### src/rtl/core_pkg.sv
// Shared branch-unit constants: RISC-V branch funct3 encodings, 2-bit counter states, BHT index LSB.
package core_pkg;

  localparam logic [2:0] FUNCT3_BRANCH_BEQ  = 3'b000;
  localparam logic [2:0] FUNCT3_BRANCH_BNE  = 3'b001;
  localparam logic [2:0] FUNCT3_BRANCH_BLT  = 3'b100;
  localparam logic [2:0] FUNCT3_BRANCH_BGE  = 3'b101;
  localparam logic [2:0] FUNCT3_BRANCH_BLTU = 3'b110;
  localparam logic [2:0] FUNCT3_BRANCH_BGEU = 3'b111;

  typedef enum logic [1:0] {
    SNT = 2'd0,
    WNT = 2'd1,
    WT  = 2'd2,
    ST  = 2'd3
  } bht_cnt_e;

  // Instructions are word aligned, so the table index starts above pc[1:0].
  localparam int BHT_IDX_LSB = 2;

endpackage

### src/rtl/br_cond_eval.sv
// Branch condition decode: maps funct3 and comparator flags to taken/not-taken.
// Purely combinational; cond_ok_o drops for the two funct3 codes that are not branches.
module br_cond_eval
  import core_pkg::*;
(
  input  logic [2:0] funct3_i,
  input  logic       br_eq_i,
  input  logic       br_lt_i,
  input  logic       br_ltu_i,
  output logic       cond_o,
  output logic       cond_ok_o
);

  always_comb begin
    cond_o    = 1'b0;
    cond_ok_o = 1'b1;
    case (funct3_i)
      FUNCT3_BRANCH_BEQ:  cond_o = br_eq_i;
      FUNCT3_BRANCH_BNE:  cond_o = ~br_eq_i;
      FUNCT3_BRANCH_BLT:  cond_o = br_lt_i;
      FUNCT3_BRANCH_BGE:  cond_o = ~br_lt_i;
      FUNCT3_BRANCH_BLTU: cond_o = br_ltu_i;
      FUNCT3_BRANCH_BGEU: cond_o = ~br_ltu_i;
      default:            cond_ok_o = 1'b0;
    endcase
  end

endmodule

### src/rtl/branch_predict_unit.sv
// Bimodal predictor (combinational IF lookup) plus EX branch resolver with mispredict flag.
// Table and statistics train on the edge after an unstalled resolution; no read bypass.
module branch_predict_unit
  import core_pkg::*;
#(
  parameter int XLEN        = 32,
  parameter int BHT_ENTRIES = 64,
  parameter int CNT_BITS    = 2,
  parameter int STAT_W      = 32
) (
  input  logic              clk,
  input  logic              rst,
  input  logic [XLEN-1:0]   if_pc_i,
  output logic              if_pred_taken_o,
  input  logic              ex_valid_i,
  input  logic              ex_stall_i,
  input  logic              ex_branch_i,
  input  logic [XLEN-1:0]   ex_pc_i,
  input  logic [2:0]        ex_funct3_i,
  input  logic              ex_pred_taken_i,
  input  logic              BrEQ_i,
  input  logic              BrLT_i,
  input  logic              BrLTU_i,
  output logic              BranchTaken_o,
  output logic              mispredict_o,
  input  logic              clear_stats_i,
  output logic [STAT_W-1:0] branch_cnt_o,
  output logic [STAT_W-1:0] mispred_cnt_o
);

  localparam int IDX_W = $clog2(BHT_ENTRIES);
  localparam logic [CNT_BITS-1:0] CNT_MAX  = '1;
  localparam logic [CNT_BITS-1:0] CNT_INIT = (CNT_BITS == 2) ? CNT_BITS'(WNT)
                                                             : CNT_BITS'((2 ** (CNT_BITS - 1)) - 1);

  logic [CNT_BITS-1:0] bht_q [BHT_ENTRIES];
  logic [CNT_BITS-1:0] bht_cur;
  logic [CNT_BITS-1:0] bht_d;
  logic [STAT_W-1:0]   branch_cnt_q, branch_cnt_d;
  logic [STAT_W-1:0]   mispred_cnt_q, mispred_cnt_d;
  logic [IDX_W-1:0]    if_idx, ex_idx;
  logic                cond, cond_ok, res, upd;
  logic                unused_pc_bits;

  assign if_idx = if_pc_i[BHT_IDX_LSB +: IDX_W];
  assign ex_idx = ex_pc_i[BHT_IDX_LSB +: IDX_W];
  assign unused_pc_bits = ^{if_pc_i[XLEN-1:IDX_W+BHT_IDX_LSB], if_pc_i[BHT_IDX_LSB-1:0],
                            ex_pc_i[XLEN-1:IDX_W+BHT_IDX_LSB], ex_pc_i[BHT_IDX_LSB-1:0]};

  assign if_pred_taken_o = bht_q[if_idx][CNT_BITS-1];

  br_cond_eval u_cond (
    .funct3_i  (ex_funct3_i),
    .br_eq_i   (BrEQ_i),
    .br_lt_i   (BrLT_i),
    .br_ltu_i  (BrLTU_i),
    .cond_o    (cond),
    .cond_ok_o (cond_ok)
  );

  assign res           = ex_valid_i & ex_branch_i & cond_ok;
  assign BranchTaken_o = res & cond;
  assign mispredict_o  = res & (cond ^ ex_pred_taken_i);
  // A stalled branch is re-presented next cycle; only the unstalled copy trains.
  assign upd           = res & ~ex_stall_i;

  always_comb begin
    bht_cur = bht_q[ex_idx];
    bht_d   = bht_cur;
    if (cond) begin
      if (bht_cur != CNT_MAX) bht_d = bht_cur + CNT_BITS'(1);
    end else begin
      if (bht_cur != '0) bht_d = bht_cur - CNT_BITS'(1);
    end
  end

  always_comb begin
    branch_cnt_d  = branch_cnt_q;
    mispred_cnt_d = mispred_cnt_q;
    if (clear_stats_i) begin
      branch_cnt_d  = '0;
      mispred_cnt_d = '0;
    end else if (upd) begin
      branch_cnt_d = branch_cnt_q + STAT_W'(1);
      if (mispredict_o) mispred_cnt_d = mispred_cnt_q + STAT_W'(1);
    end
  end

  always_ff @(posedge clk or posedge rst) begin
    if (rst) begin
      for (int i = 0; i < BHT_ENTRIES; i++) bht_q[i] <= CNT_INIT;
      branch_cnt_q  <= '0;
      mispred_cnt_q <= '0;
    end else begin
      if (upd) bht_q[ex_idx] <= bht_d;
      branch_cnt_q  <= branch_cnt_d;
      mispred_cnt_q <= mispred_cnt_d;
    end
  end

  assign branch_cnt_o  = branch_cnt_q;
  assign mispred_cnt_o = mispred_cnt_q;

endmodule
### config.mk
export PLATFORM = sky130hd
export DESIGN_NAME = branch_predict_unit
export DESIGN_NICKNAME = d
export VERILOG_FILES = /design/src/rtl/core_pkg.sv /design/src/rtl/br_cond_eval.sv /design/src/rtl/branch_predict_unit.sv
export SDC_FILE = /design/constraint.sdc
export NUM_CORES = 1
export LEC_CHECK = 0
export ABC_AREA = 0
export CAP_MARGIN = 20
export CORE_ASPECT_RATIO = 0.9
export CORE_MARGIN = 5
export CORE_UTILIZATION = 40
export CTS_CLUSTER_DIAMETER = 100
export DETAILED_ROUTE_END_ITERATION = 10
export SLEW_MARGIN = 20
export SYNTH_ARGS = -nofsm -noshare
export SYNTH_HDL_FRONTEND = slang
export SYNTH_HIERARCHICAL = 1
export SYNTH_SLANG_ARGS = --single-unit
export TNS_END_PERCENT = 50
### constraint.sdc
create_clock -name clk -period 9.1 [get_ports clk]
set_input_delay 1.82 -clock clk [delete_from_list [all_inputs] [get_ports clk]]
set_output_delay 1.82 -clock clk [all_outputs]
set_load 0.01 [all_outputs]
==> flow_summary_export.csv <==
group,metric,value,unit
status,status,"finished clean",
logic_synthesis,syn_inst,913,
sta,skew,17.9,ps
cts,clockBufferDepth,2,
cts,h-tree-depth,4,
drt,viasPerCell,5.57,
worst_setup_path,path_depth,5,
sta,post-route-period-util,0.730,
global_routing,grt_pass1_vias,7268,
global_routing,grt_pass1_wl,41.3,mm
cts,cts-root-buf,"clkbuf_16",
drt,drc_errors,0,
sta,drv_slew,0,
sta,rsz0062_at_grt,"false",
global_routing,grt_max_degree,115,
logic_synthesis,synth_area,9840,sq um
sta,hold_slack,474,ps
global_routing,grt-ovfl-total,0,
logic_synthesis,synth_top_cell_by_area,"dfrtp_1",
min_path,hold_path_depth,2,
worst_setup_path,r2r_cells,7,
cts,clkTransAtPathRegs,80,ps
drt,avgRoutedWirePerCell,19.2,microns
floorplan,pin_count,144,
worst_setup_path,cp_slowest_stage_delay,1070,ps
drt,wl,25.1,mm
power_and_ir_drop,p_leak,4.68,nW
worst_setup_path,cpMostUsedCell,"mux4_2",
floorplan,initial_core_util,0.406,
power_and_ir_drop,ir_drop,0.116,mV
placed_design,port_buffers,91,
logic_synthesis,yosys_warnings,6,
worst_setup_path,crit_buf_inv,2,
cts,cts_resized,0,
sta,tightest_slew,1050,ps
logic_synthesis,yosysSeqAreaShare,0.496,
worst_setup_path,critPathKind,"input port to primary output",
drt,detail-route-antenna-nets,0,
logic_synthesis,avgSynthCellArea,10.8,sq um
cts,cts_hold_buf,0,
floorplan,rows,54,
sta,fmax,151,MHz
floorplan,die_area,27900,sq um
placed_design,dp_worst_setup_slack,1970,ps
worst_setup_path,start_kind,"input port",
logic_synthesis,yosysMostFrequentCell,"nand2_1",
worst_setup_path,critical-path-top-delay-family,"buffers and inverters",
worst_setup_path,required,7280,ps
logic_synthesis,yosys-top-cells-count,"nand2_1 (168), dfrtp_1 (128), o21ai_0 (79)",
sta,timing.final.ws_setup,2460,ps
finish,nets,1063,
worst_setup_path,cp_cell_sequence,"clkdlybuf4s50_1 > mux4_2 > mux4_2 > mux4_2 > clkdlybuf4s50_1",
finish,diodes,0,
power_and_ir_drop,p_per_area,151,nW/um^2
placed_design,routabilityCongestion,0.815,
cts,cts_tree,"done",
logic_synthesis,ys_ff_latch,192,
logic_synthesis,syn-num-nets,992,
logic_synthesis,synth_top_area_share,0.325,
sta,setup_viol,0,
global_routing,grt_usage,0.183,
cts,clock_latency,440,ps
logic_synthesis,ys_async_sr_fraction,1.00,
finish,regArea,4880,sq um
logic_synthesis,synth-main-ff-cell,"dfrtp_1",
sta,min_period,6640,ps
worst_setup_path,crit_arrival,4820,ps
drt,drt_iter0_markers,492,
cts,numCtsBuffers,17,
finish,drive_gt1_frac,0.224,
logic_synthesis,synth_cell_type_count,53,
floorplan,design.core.area,24300,sq um
logic_synthesis,synth_edf_count,0,
logic_synthesis,synthTopCellsByArea,"dfrtp_1 (33%), dfstp_2 (17%), mux4_2 (8.9%)",
placed_design,post-dp-hpwl,16.5,mm
finish,multi_input_area,4690,sq um
worst_setup_path,path_max_fanout,16,
drt,route.vias.total,7266,
worst_setup_path,cpMaxStageDelayCell,"clkdlybuf4s50_1",
worst_setup_path,cp-end-kind,"primary output",
job,drv_cap,0,
min_path,hold_path.class,"register to register",
drt,first_pass_iters,5,
sta,setup_tns,0,ps
floorplan,die_h,159,microns
global_routing,antenna_found_initial,0,
cts,cts_sinks,192,
finish,nFillCells,2238,
sta,relSlewSlack,0.297,
cts,post_cts_buffers,0,
sta,hold_violations,0,
finish,syn_to_final_growth,17.4,%
floorplan,die_x,175,microns
## routing by layer
layer,global-route usage,share of wire,vias to the layer above
li1,-,-,3377
met1,0.259,0.46,3670
met2,0.293,0.48,190
met3,0.0328,0.047,29
met4,0.0489,0.017,0
met5,0,0,-
## cell families (layout without fill, tap and decap cells)
logic type,Yosys count,count (layout),share of synthesized area
compound gates,124,124,0.0722
fa+ha+maj,4,4,0.00470
buf+inv,59,143,0.0299
flops,192,192,0.496
xor+xnor,53,53,0.0472
mux,125,125,0.185
simple gates,356,356,0.165
## metrics by stage
stage / power (W) / cells / util / area, sq um
after floorplan: 0.000979 / 913 / - / 9840
after global placement: 0.00102 / 1273 / 0.452 / 11000
after detailed placement: 0.00102 / 1273 / 0.453 / 11000
after CTS: 0.00176 / 1305 / 0.476 / 11500
after global routing: 0.00181 / 1305 / 0.476 / 11600
final: 0.00174 / 1305 / 0.476 / 11600
## layout by cell type, fill, tap and decap left out, types with 16 or more instances in the layout
| master | n |
|---|---|
| mux4_2 | 39 |
| mux2i_1 | 18 |
| nand2_1 | 168 |
| mux2_2 | 68 |
| dfstp_2 | 64 |
| xor2_1 | 38 |
| dfrtp_1 | 128 |
| o21ai_0 | 79 |
| nand3_1 | 28 |
| clkdlybuf4s50_1 | 88 |
| a21oi_1 | 16 |
| nor2_1 | 69 |
| clkbuf_16 | 17 |
## power by group
part           switching, W  internal (W)  leakage (nW)
Combinational     0.0000835     0.0000408          1.96
Clock              0.000370      0.000366         0.276
Sequential       0.00000764      0.000874          2.45
Total              0.000461       0.00128          4.68
## worst paths after layout
path | startpoint | end | slack [ps]
min reg2reg | bht_q[38] | bht_q[38] | 470
min | bht_q[38] | bht_q[38] | 470
max | if_pc_i[3] | if_pred_taken_o | 2460
min in group asynchronous | rst | mispred_cnt_o[11] | 1940
max reg2reg | bht_q[97] | bht_q[121] | 6260
max in group asynchronous | rst | mispred_cnt_o[28] | 5980
## registers in the layout, indices dropped and copies added (netlist names)
signal,cells
bht_q,128
branch_cnt_o,32
mispred_cnt_o,32
## worst reg2reg max path: stages, from the launching register on
cell and delay (ps):
dfrtp_1 410, mux4_2 480, and3_1 190, a31oi_1 190
nand4_1 160, a211o_1 310, maj3_4 600, mux2_2 380
## area by class of cell
class                      instances  area share
sequential                       192       0.423
multi-input combinational        662       0.406
timing repair buffer             100      0.0837
clock buffer                      18      0.0371
tap                              308      0.0334
clock inverter                    14      0.0125
inverter                          11     0.00422
Note: power is estimated with default switching activity, not from simulation.
